### src/rtl/uart_pkg.sv
// Shared types for the UART transmit scheduler: FSM state, frame phase and tag default.
package uart_pkg;

    typedef enum logic [1:0] {
        IDLE,
        START,
        WAIT
    } state_t;

    typedef enum logic {
        PH_TAG,
        PH_DATA
    } phase_t;

    localparam logic [7:0] TAG_BASE_DEFAULT = 8'h30;

endpackage

### src/rtl/rr_picker.sv
// Combinational round-robin picker: first set request searching upward from lastGrant+1.
module rr_picker #(
    parameter int unsigned NUM_REQ = 4
) (
    input  logic [NUM_REQ-1:0]         req,
    input  logic [$clog2(NUM_REQ)-1:0] lastGrant,
    output logic                       found,
    output logic [$clog2(NUM_REQ)-1:0] grant
);

    localparam int unsigned IDX_W = $clog2(NUM_REQ);

    logic [IDX_W-1:0] idx;

    always_comb begin
        found = 1'b0;
        grant = '0;
        idx   = '0;
        for (int unsigned k = 1; k <= NUM_REQ; k++) begin
            idx = IDX_W'((32'(lastGrant) + k) % NUM_REQ);
            if (!found && req[idx]) begin
                found = 1'b1;
                grant = idx;
            end
        end
    end

endmodule

### src/rtl/uart_tx_scheduler.sv
// Round-robin byte scheduler feeding a UART transmitter, with optional per-byte tag prefix.
module uart_tx_scheduler
    import uart_pkg::*;
#(
    parameter int unsigned NUM_REQ    = 4,
    parameter bit          TAG_ENABLE = 1'b1,
    parameter logic [7:0]  TAG_BASE   = TAG_BASE_DEFAULT
) (
    input  logic                       clk,
    input  logic                       reset,
    input  logic [NUM_REQ-1:0]         reqValid,
    input  logic [8*NUM_REQ-1:0]       reqData,
    output logic [NUM_REQ-1:0]         reqReady,
    output logic [7:0]                 txMessage,
    output logic                       txStart,
    input  logic                       txIdle,
    output logic [$clog2(NUM_REQ)-1:0] grantId,
    output logic                       busy
);

    localparam int unsigned IDX_W = $clog2(NUM_REQ);

    state_t           state;
    phase_t           phase;
    logic [1:0]       idleSync;
    logic [IDX_W-1:0] lastGrant;
    logic [IDX_W-1:0] pickIdx;
    logic             pickFound;
    logic [7:0]       dataLatch;
    logic [7:0]       pickByte;
    logic             armed;

    always_ff @(posedge clk or posedge reset) begin
        if (reset) begin
            idleSync <= '1;
        end else begin
            idleSync <= {idleSync[0], txIdle};
        end
    end

    rr_picker #(
        .NUM_REQ(NUM_REQ)
    ) u_picker (
        .req      (reqValid),
        .lastGrant(lastGrant),
        .found    (pickFound),
        .grant    (pickIdx)
    );

    assign pickByte = reqData[{pickIdx, 3'b000} +: 8];

    // armed holds off granting on the first edge after reset release
    always_ff @(posedge clk or posedge reset) begin
        if (reset) begin
            state     <= IDLE;
            phase     <= PH_TAG;
            txStart   <= 1'b0;
            reqReady  <= '0;
            txMessage <= '0;
            grantId   <= '0;
            busy      <= 1'b0;
            lastGrant <= IDX_W'(NUM_REQ - 1);
            dataLatch <= '0;
            armed     <= 1'b0;
        end else begin
            reqReady <= '0;
            armed    <= 1'b1;
            case (state)
                IDLE: begin
                    if (armed && pickFound) begin
                        dataLatch <= pickByte;
                        reqReady  <= NUM_REQ'(1) << pickIdx;
                        lastGrant <= pickIdx;
                        grantId   <= pickIdx;
                        if (TAG_ENABLE) begin
                            phase     <= PH_TAG;
                            txMessage <= TAG_BASE + 8'(pickIdx);
                        end else begin
                            phase     <= PH_DATA;
                            txMessage <= pickByte;
                        end
                        txStart <= 1'b1;
                        busy    <= 1'b1;
                        state   <= START;
                    end
                end
                START: begin
                    if (!idleSync[1]) begin
                        txStart <= 1'b0;
                        state   <= WAIT;
                    end
                end
                WAIT: begin
                    if (idleSync[1]) begin
                        if (phase == PH_TAG) begin
                            phase     <= PH_DATA;
                            txMessage <= dataLatch;
                            txStart   <= 1'b1;
                            state     <= START;
                        end else begin
                            phase <= PH_TAG;
                            busy  <= 1'b0;
                            state <= IDLE;
                        end
                    end
                end
                default: begin
                    state <= IDLE;
                end
            endcase
        end
    end

endmodule

### config.mk
export PLATFORM = sky130hd
export DESIGN_NAME = uart_tx_scheduler
export DESIGN_NICKNAME = d
export VERILOG_FILES = /design/src/rtl/uart_pkg.sv /design/src/rtl/rr_picker.sv /design/src/rtl/uart_tx_scheduler.sv
export SDC_FILE = /design/constraint.sdc
export NUM_CORES = 1
export LEC_CHECK = 0
export ABC_CLOCK_PERIOD_IN_PS = 3400
export CAP_MARGIN = 40
export CORE_ASPECT_RATIO = 0.9
export CORE_MARGIN = 5
export CORE_UTILIZATION = 47
export DETAILED_ROUTE_END_ITERATION = 10
export PLACE_DENSITY = 0.81
export REMOVE_ABC_BUFFERS = 1
export SYNTH_ARGS = -nofsm -noshare
export SYNTH_HDL_FRONTEND = slang
export SYNTH_HIERARCHICAL = 1
export SYNTH_SLANG_ARGS = --single-unit
### constraint.sdc
create_clock -name clk -period 3.4 [get_ports clk]
set_input_delay 1.02 -clock clk [delete_from_list [all_inputs] [get_ports clk]]
set_output_delay 1.02 -clock clk [all_outputs]
set_load 0.1 [all_outputs]
==> impl_metrics.tcl, run 1 <==
set metrics [dict create \
    outcome "finished, final reports clean" \
    antenna_cells 0 \
    worstHoldPathType "flop to flop" \
    grt_pass1_wl_um 6150 \
    post-cts-setup-buffer-count 0 \
    startpoint_type "input port" \
    slew_viol_final 0 \
    die_h_um 64.7 \
    synth_top_family_by_area "simple AND/OR/NAND/NOR gates" \
    drive_gt1_frac 0.228 \
    synthTopCellsByArea "dfrtp_1 45%, nand2_1 8.9%, dfstp_2 6.7%" \
    critPathMaxStageDelay_ns 0.64 \
    syn_area_um2 1560 \
    min_period_ns 2.88 \
    grt.overflow.total 0 \
    post_cts_resized 0 \
    synth-xor-area-share 0.00561 \
    drt_iter0_markers 80 \
    ys_seq_area_frac 0.516 \
    grt_use_total 0.174 \
    leakage_nw 1.01 \
    clkTransAtPathRegs_ns 0.06 \
    initial_core_util 0.501 \
    crit_path_top_delay_cell "mux4_1" \
    fmax_ghz 0.347 \
    path_class "input port to flop" \
    syn-instance-count 135 \
    synth.area.mux_share 0.160 \
    hold_violations 0 \
    ff_latch_area_um2 806 \
    synth-seq-cells 32 \
    firstDrtPassIters 4 \
    yosys.area_share.simple 0.188 \
    cp-end-kind "flop" \
    dp_hpwl_um 2940 \
    numPortBuffers 54 \
    syn_to_final_growth_pct 41.7 \
    antenna_found_initial 0 \
    max_slew_margin 0.559 \
    postSynthAreaPerCell_um2 11.6 \
    finalCritPeriodShare 0.848 \
    clock_skew_ns 0.00455 \
    drc 0 \
    vias_per_cell 5.29 \
    core_um2 3110 \
    worstMarginPinSlew_ns 0.661 \
    fin_util 0.711 \
    ys_warn_count 6 \
    fin_nets 231 \
    crit_top_cell "nand2_1" \
    crit_arrival_ns 3.05 \
    ir_worst_vdd_mv 0.521 \
    cts_buffers 5 \
    yosysTopAreaCell "dfrtp_1" \
    required_ns 3.57 \
    post_drt_wl_per_cell_um 15.3 \
    yosys.cell_types.count 37 \
    setup_viol 0 \
    r2r.worst_path.cells 6 \
    grt_max_degree 33 \
    clock-root-buffer "clkbuf_8" \
    place_congestion 0.802 \
    synth_top_cell_area_share 0.449 \
    whs_ns 0.356 \
    max-cap-violations 0 \
    rsz0062_at_grt "false" \
    die_w_um 70.8 \
    ios 55 \
    cts_buffer_depth 2 \
    synthAdderAreaFrac 0 \
    cts.hold.buffers_added 0 \
    p_per_area_nw_per_um2 973 \
    clock-sinks 32 \
    setup-tns-final_ns 0 \
    htree_levels 2 \
    path_delay_family "multiplexers" \
    multiInputGateArea_um2 687 \
    die_area_um2 4580 \
    synth_compound_area_frac 0.0841 \
    first_global_vias 1396 \
    cts_tree "done" \
    vias 1242 \
    whs_path_depth 0 \
    routed_wl_um 3600 \
    clock_latency_ns 0.28 \
    row_count 19 \
    ant_nets 0 \
    path_depth 7 \
    fillCellCount 222 \
    path_max_fanout 9 \
    crit_buf_inv 1 \
    path_cells "clkdlybuf4s50_1 -> and2b_1 -> a21oi_2 -> o221ai_2 -> mux4_1 -> nand2_1 -> nand2_1" \
]
-- where the power goes --
group | leakage, nW | total [mW] | internal (mW) | switching (mW)
combinational | 0.554 | 1.11 | 0.364 | 0.749
clock | 0.0645 | 0.389 | 0.258 | 0.131
sequential | 0.387 | 0.653 | 0.534 | 0.119
total | 1.01 | 2.15 | 1.16 | 0.998
-- cells in the final DEF (no fill, tap or decap), drive strengths merged, types with 2 or more instances in the layout --
cell	n
inv	3
a22o	4
a21oi	4
o22a	2
dfstp	4
nor3b	2
o21ai	3
mux4	8
nor2	5
a21o	2
dfrtp	28
nand3	3
buf	20
clkdlybuf4s50	38
mux2	4
clkbuf	7
nand3b	3
nand2b	3
nand2	37
-- flip-flops by register name, summed over array words and instances, names as in the netlist, 2 cells and up --
register	flops
dataLatch	8
txMessage	8
reqReady	4
grantId	2
idleSync	2
lastGrant	2
state	2
-- routing by layer --
layer | wire length [um] | track usage
met1 | 1310 | 0.175
met2 | 2050 | 0.337
met5 | 0 | 0
met4 | 63 | 0.0845
met3 | 168 | 0.0371
-- cell usage after synthesis --
| cell type | number |
|---|---|
| conb_1 | 1 |
| o22a_1 | 2 |
| buf_1 | 1 |
| a31oi_1 | 1 |
| buf_4 | 1 |
| nor3b_1 | 2 |
| a22o_1 | 4 |
| buf_8 | 1 |
| o221ai_2 | 1 |
| nand3b_1 | 3 |
| nand2_1 | 37 |
| nor3_1 | 1 |
| nand3_1 | 3 |
| clkbuf_2 | 1 |
| dfstp_2 | 4 |
| mux4_2 | 4 |
| and4bb_2 | 1 |
| a21oi_1 | 2 |
| buf_2 | 3 |
| mux2i_1 | 1 |
| mux2_2 | 2 |
| mux2_1 | 2 |
| and2b_1 | 1 |
| o21ai_0 | 3 |
| inv_1 | 3 |
| dfrtp_1 | 28 |
| a21o_1 | 2 |
| nand2b_1 | 3 |
| xnor2_1 | 1 |
| nor2_1 | 5 |
| nand4bb_1 | 1 |
| a21oi_2 | 2 |
| buf_6 | 1 |
| and3_2 | 1 |
| mux4_1 | 4 |
| nor2b_4 | 1 |
| or2_1 | 1 |
-- cell families (layout without fill, tap and decap cells) --
family	count (synthesis)	in the layout
other	1	1
multiplexers	13	13
buffers and inverters	11	69
AND/OR/NAND/NOR	60	60
AO/OA/AOI/OAI	17	17
flip-flops	32	32
XOR/XNOR	1	1
-- worst paths after layout --
path | start | endpoint | slack [ns]
worst max-delay path | reqValid[3] | dataLatch[3]$_DFFE_PP0P_ | 0.52
worst min-delay path | idleSync[0]$_DFF_PP1_ | idleSync[1]$_DFF_PP1_ | 0.36
worst max register to register | lastGrant[1]$_DFFE_PP1P_ | dataLatch[3]$_DFFE_PP0P_ | 1.21
worst min register to register | idleSync[0]$_DFF_PP1_ | idleSync[1]$_DFF_PP1_ | 0.36
max in group asynchronous | reset | idleSync[1]$_DFF_PP1_ | 1.95
min in group asynchronous | reset | reqReady[0]$_DFF_PP0_ | 1.13
-- area by class of cell --
type	count	area share
sequential	32	0.364
multi-input combinational	92	0.310
timing repair buffer	58	0.240
clock buffer	7	0.0435
tap	42	0.0237
clock inverter	1	0.0136
inverter	3	0.00509
-- per-stage QoR --
step / area [um2] / setup slack, ns / total power, mW / instances
2_1_floorplan: 1500 / 0.772 / 1.49 / 127
3_3_place_gp: 2090 / 0.262 / 1.75 / 227
3_5_place_dp: 2090 / 0.212 / 1.78 / 227
4_1_cts: 2210 / 0.507 / 2.18 / 235
5_1_grt: 2210 / 0.373 / 2.28 / 235
6_report: 2210 / 0.517 / 2.15 / 235
Note: power is estimated with default switching activity, not from simulation.
==> run 2, diff against run 1 <==
Settings changed: ABC_CLOCK_PERIOD_IN_PS 3400 to 2620, CORE_UTILIZATION 47 to 40, PLACE_DENSITY 0.81 to 0.73.
Clock period 3.4 ns to 2.62 ns, I/O delays scaled along.
==> run 2 against run 1 <==
Effect of this change:
- final cell count is 3.0% higher
- non-clock buffer count is 3 higher
- clock-buffer cell count rose by 1
- die area is 15% higher
- design area grew 0.62%
- critical path depth rose by 1
- flip-flop and latch count is the same
- sequential power is 30% higher
- combinational power up 33%
- via count rose by 0.16%
- largest cell class unchanged
- highest routed layer unchanged
==> impl_metrics.tcl, run 2 (same netlist as run 1, synthesis figures left out) <==
set metrics [dict create \
    setup_viol 0 \
    dp_hpwl_um 3050 \
    r2r.worst_path.cells 7 \
    initial_core_util 0.416 \
    clock_skew_ns 0.00783 \
    grt_pass1_wl_um 6470 \
    crit_top_cell "nand2_1" \
    core_um2 3760 \
    die_h_um 69.3 \
    whs_ns 0.356 \
    path_cells "clkdlybuf4s50_1 -> and2b_1 -> a21oi_2 -> o221ai_2 -> buf_12 -> mux4_1 -> nand2_1 -> nand2_1" \
    switching_share 0.477 \
    fin_util 0.593 \
    clock_latency_ns 0.28 \
    fin_nets 234 \
    path_class "input port to flop" \
    htree_levels 2 \
    post_cts_resized 0 \
    leakage_nw 1.01 \
    drc 0 \
    worstHoldPathType "flop to flop" \
    clkTransAtPathRegs_ns 0.06 \
    max-cap-violations 0 \
    critPathMaxStageDelay_ns 0.55 \
    crit_arrival_ns 2.63 \
    seqPwrFrac 0.310 \
    finalCritPeriodShare 0.939 \
    numPortBuffers 54 \
    internal_power_mw 1.44 \
    required_ns 2.79 \
    antenna_found_initial 0 \
    ios 55 \
    place_congestion 0.771 \
    combPwrFrac 0.540 \
    cts_buffer_depth 2 \
    drt_iter0_markers 83 \
    firstDrtPassIters 4 \
    slew_viol_final 0 \
    post_drt_wl_per_cell_um 16.1 \
    crit_path_top_delay_cell "mux4_1" \
    p_per_area_nw_per_um2 1230 \
    whs_path_depth 0 \
    post-cts-setup-buffer-count 0 \
    die_area_um2 5260 \
    mostFrequentLayoutCells "38 x clkdlybuf4s50_1, 37 x nand2_1, 28 x dfrtp_1" \
    die_w_um 75.9 \
    mostFrequentLayoutCell "clkdlybuf4s50_1" \
    hold_violations 0 \
    outcome "finished, final reports clean" \
    ant_nets 0 \
    grt_use_total 0.161 \
    min_period_ns 2.46 \
    drive_gt1_frac 0.235 \
    ir_worst_vdd_mv 0.890 \
    cts_buffers 5 \
    top_regs "dataLatch x8, txMessage x8, reqReady x4" \
    clock-sinks 32 \
    vias 1244 \
    path_max_fanout 10 \
    fmax_ghz 0.406 \
    rsz0062_at_grt "false" \
    clock-root-buffer "clkbuf_8" \
    design_power_total_mw 2.75 \
    vias_per_cell 5.14 \
    pwr-share-clk 0.150 \
    row_count 21 \
    grt_max_degree 15 \
    syn_to_final_growth_pct 42.6 \
    cts_tree "done" \
    cp-end-kind "flop" \
    startpoint_type "input port" \
    antenna_cells 0 \
    cts.hold.buffers_added 0 \
    grt.overflow.total 0 \
    routed_wl_um 3890 \
    first_global_vias 1340 \
    switchingPower_mw 1.31 \
]
[run 2: cell count changes in the layout (fill, tap and decap cells not counted)]
cell,delta
buf_12,+1
buf_4,+2
clkbuf_1,+1
bufinv_16,-1
[run 2: cell type report]
| cell class | count | area [um2] |
|---|---|---|
| multi-input cells | 92 | 687 |
| clock buffers | 8 | 100 |
| repair buffers | 61 | 566 |
| inverters | 3 | 11.3 |
| well taps | 46 | 57.6 |
| flip-flops and latches | 32 | 806 |
| fillers | 320 | 1530 |
[run 2: final timing paths]
| kind | from | endpoint | slack [ns] |
|---|---|---|---|
| max reg2reg | lastGrant[1]$_DFFE_PP1P_ | dataLatch[3]$_DFFE_PP0P_ | 0.62 |
| max | reqValid[3] | dataLatch[3]$_DFFE_PP0P_ | 0.16 |
| min | idleSync[0]$_DFF_PP1_ | idleSync[1]$_DFF_PP1_ | 0.36 |
| min reg2reg | idleSync[0]$_DFF_PP1_ | idleSync[1]$_DFF_PP1_ | 0.36 |
| max in group asynchronous | reset | lastGrant[0]$_DFFE_PP1P_ | 1.37 |
| min in group asynchronous | reset | txMessage[4]$_DFFE_PP0P_ | 0.72 |
[run 2: power groups by stage]
stage	combinational, mW	clock, mW	sequential, mW
2_1_floorplan	0.498	0	1.44
3_3_place_gp	1.47	0	0.847
3_5_place_dp	1.49	0	0.860
4_1_cts	1.49	0.421	0.855
5_1_grt	1.58	0.437	0.878
6_report	1.48	0.412	0.852
[run 2: per-layer routing]
layer | global-route usage | part of all wire | vias to the layer above
met1 | 0.206 | 0.42 | 595
li1 | - | - | 587
met4 | 0.0583 | 0.021 | 0
met5 | 0 | 0 | -
met3 | 0.0362 | 0.056 | 9
met2 | 0.260 | 0.50 | 53
[run 2: through the flow]
| stage | std cells | TNS (ns) | cell area [um2] | setup slack (ns) |
|---|---|---|---|---|
| after global placement | 234 | -0.115 | 2130 | -0.0329 |
| after global routing | 242 | 0 | 2230 | 0.0501 |
| after floorplan | 127 | 0 | 1500 | 0.226 |
| final | 242 | 0 | 2230 | 0.159 |
| after CTS | 242 | 0 | 2230 | 0.157 |
| after detailed placement | 234 | -0.758 | 2130 | -0.137 |
[run 2: worst max-delay path: cells and delay by family]
| kind | cells | cell delay, ns |
|---|---|---|
| AO/OA/AOI/OAI | 2 | 0.26 |
| multiplexers | 1 | 0.55 |
| AND/OR/NAND/NOR | 3 | 0.32 |
| buffers and inverters | 2 | 0.71 |
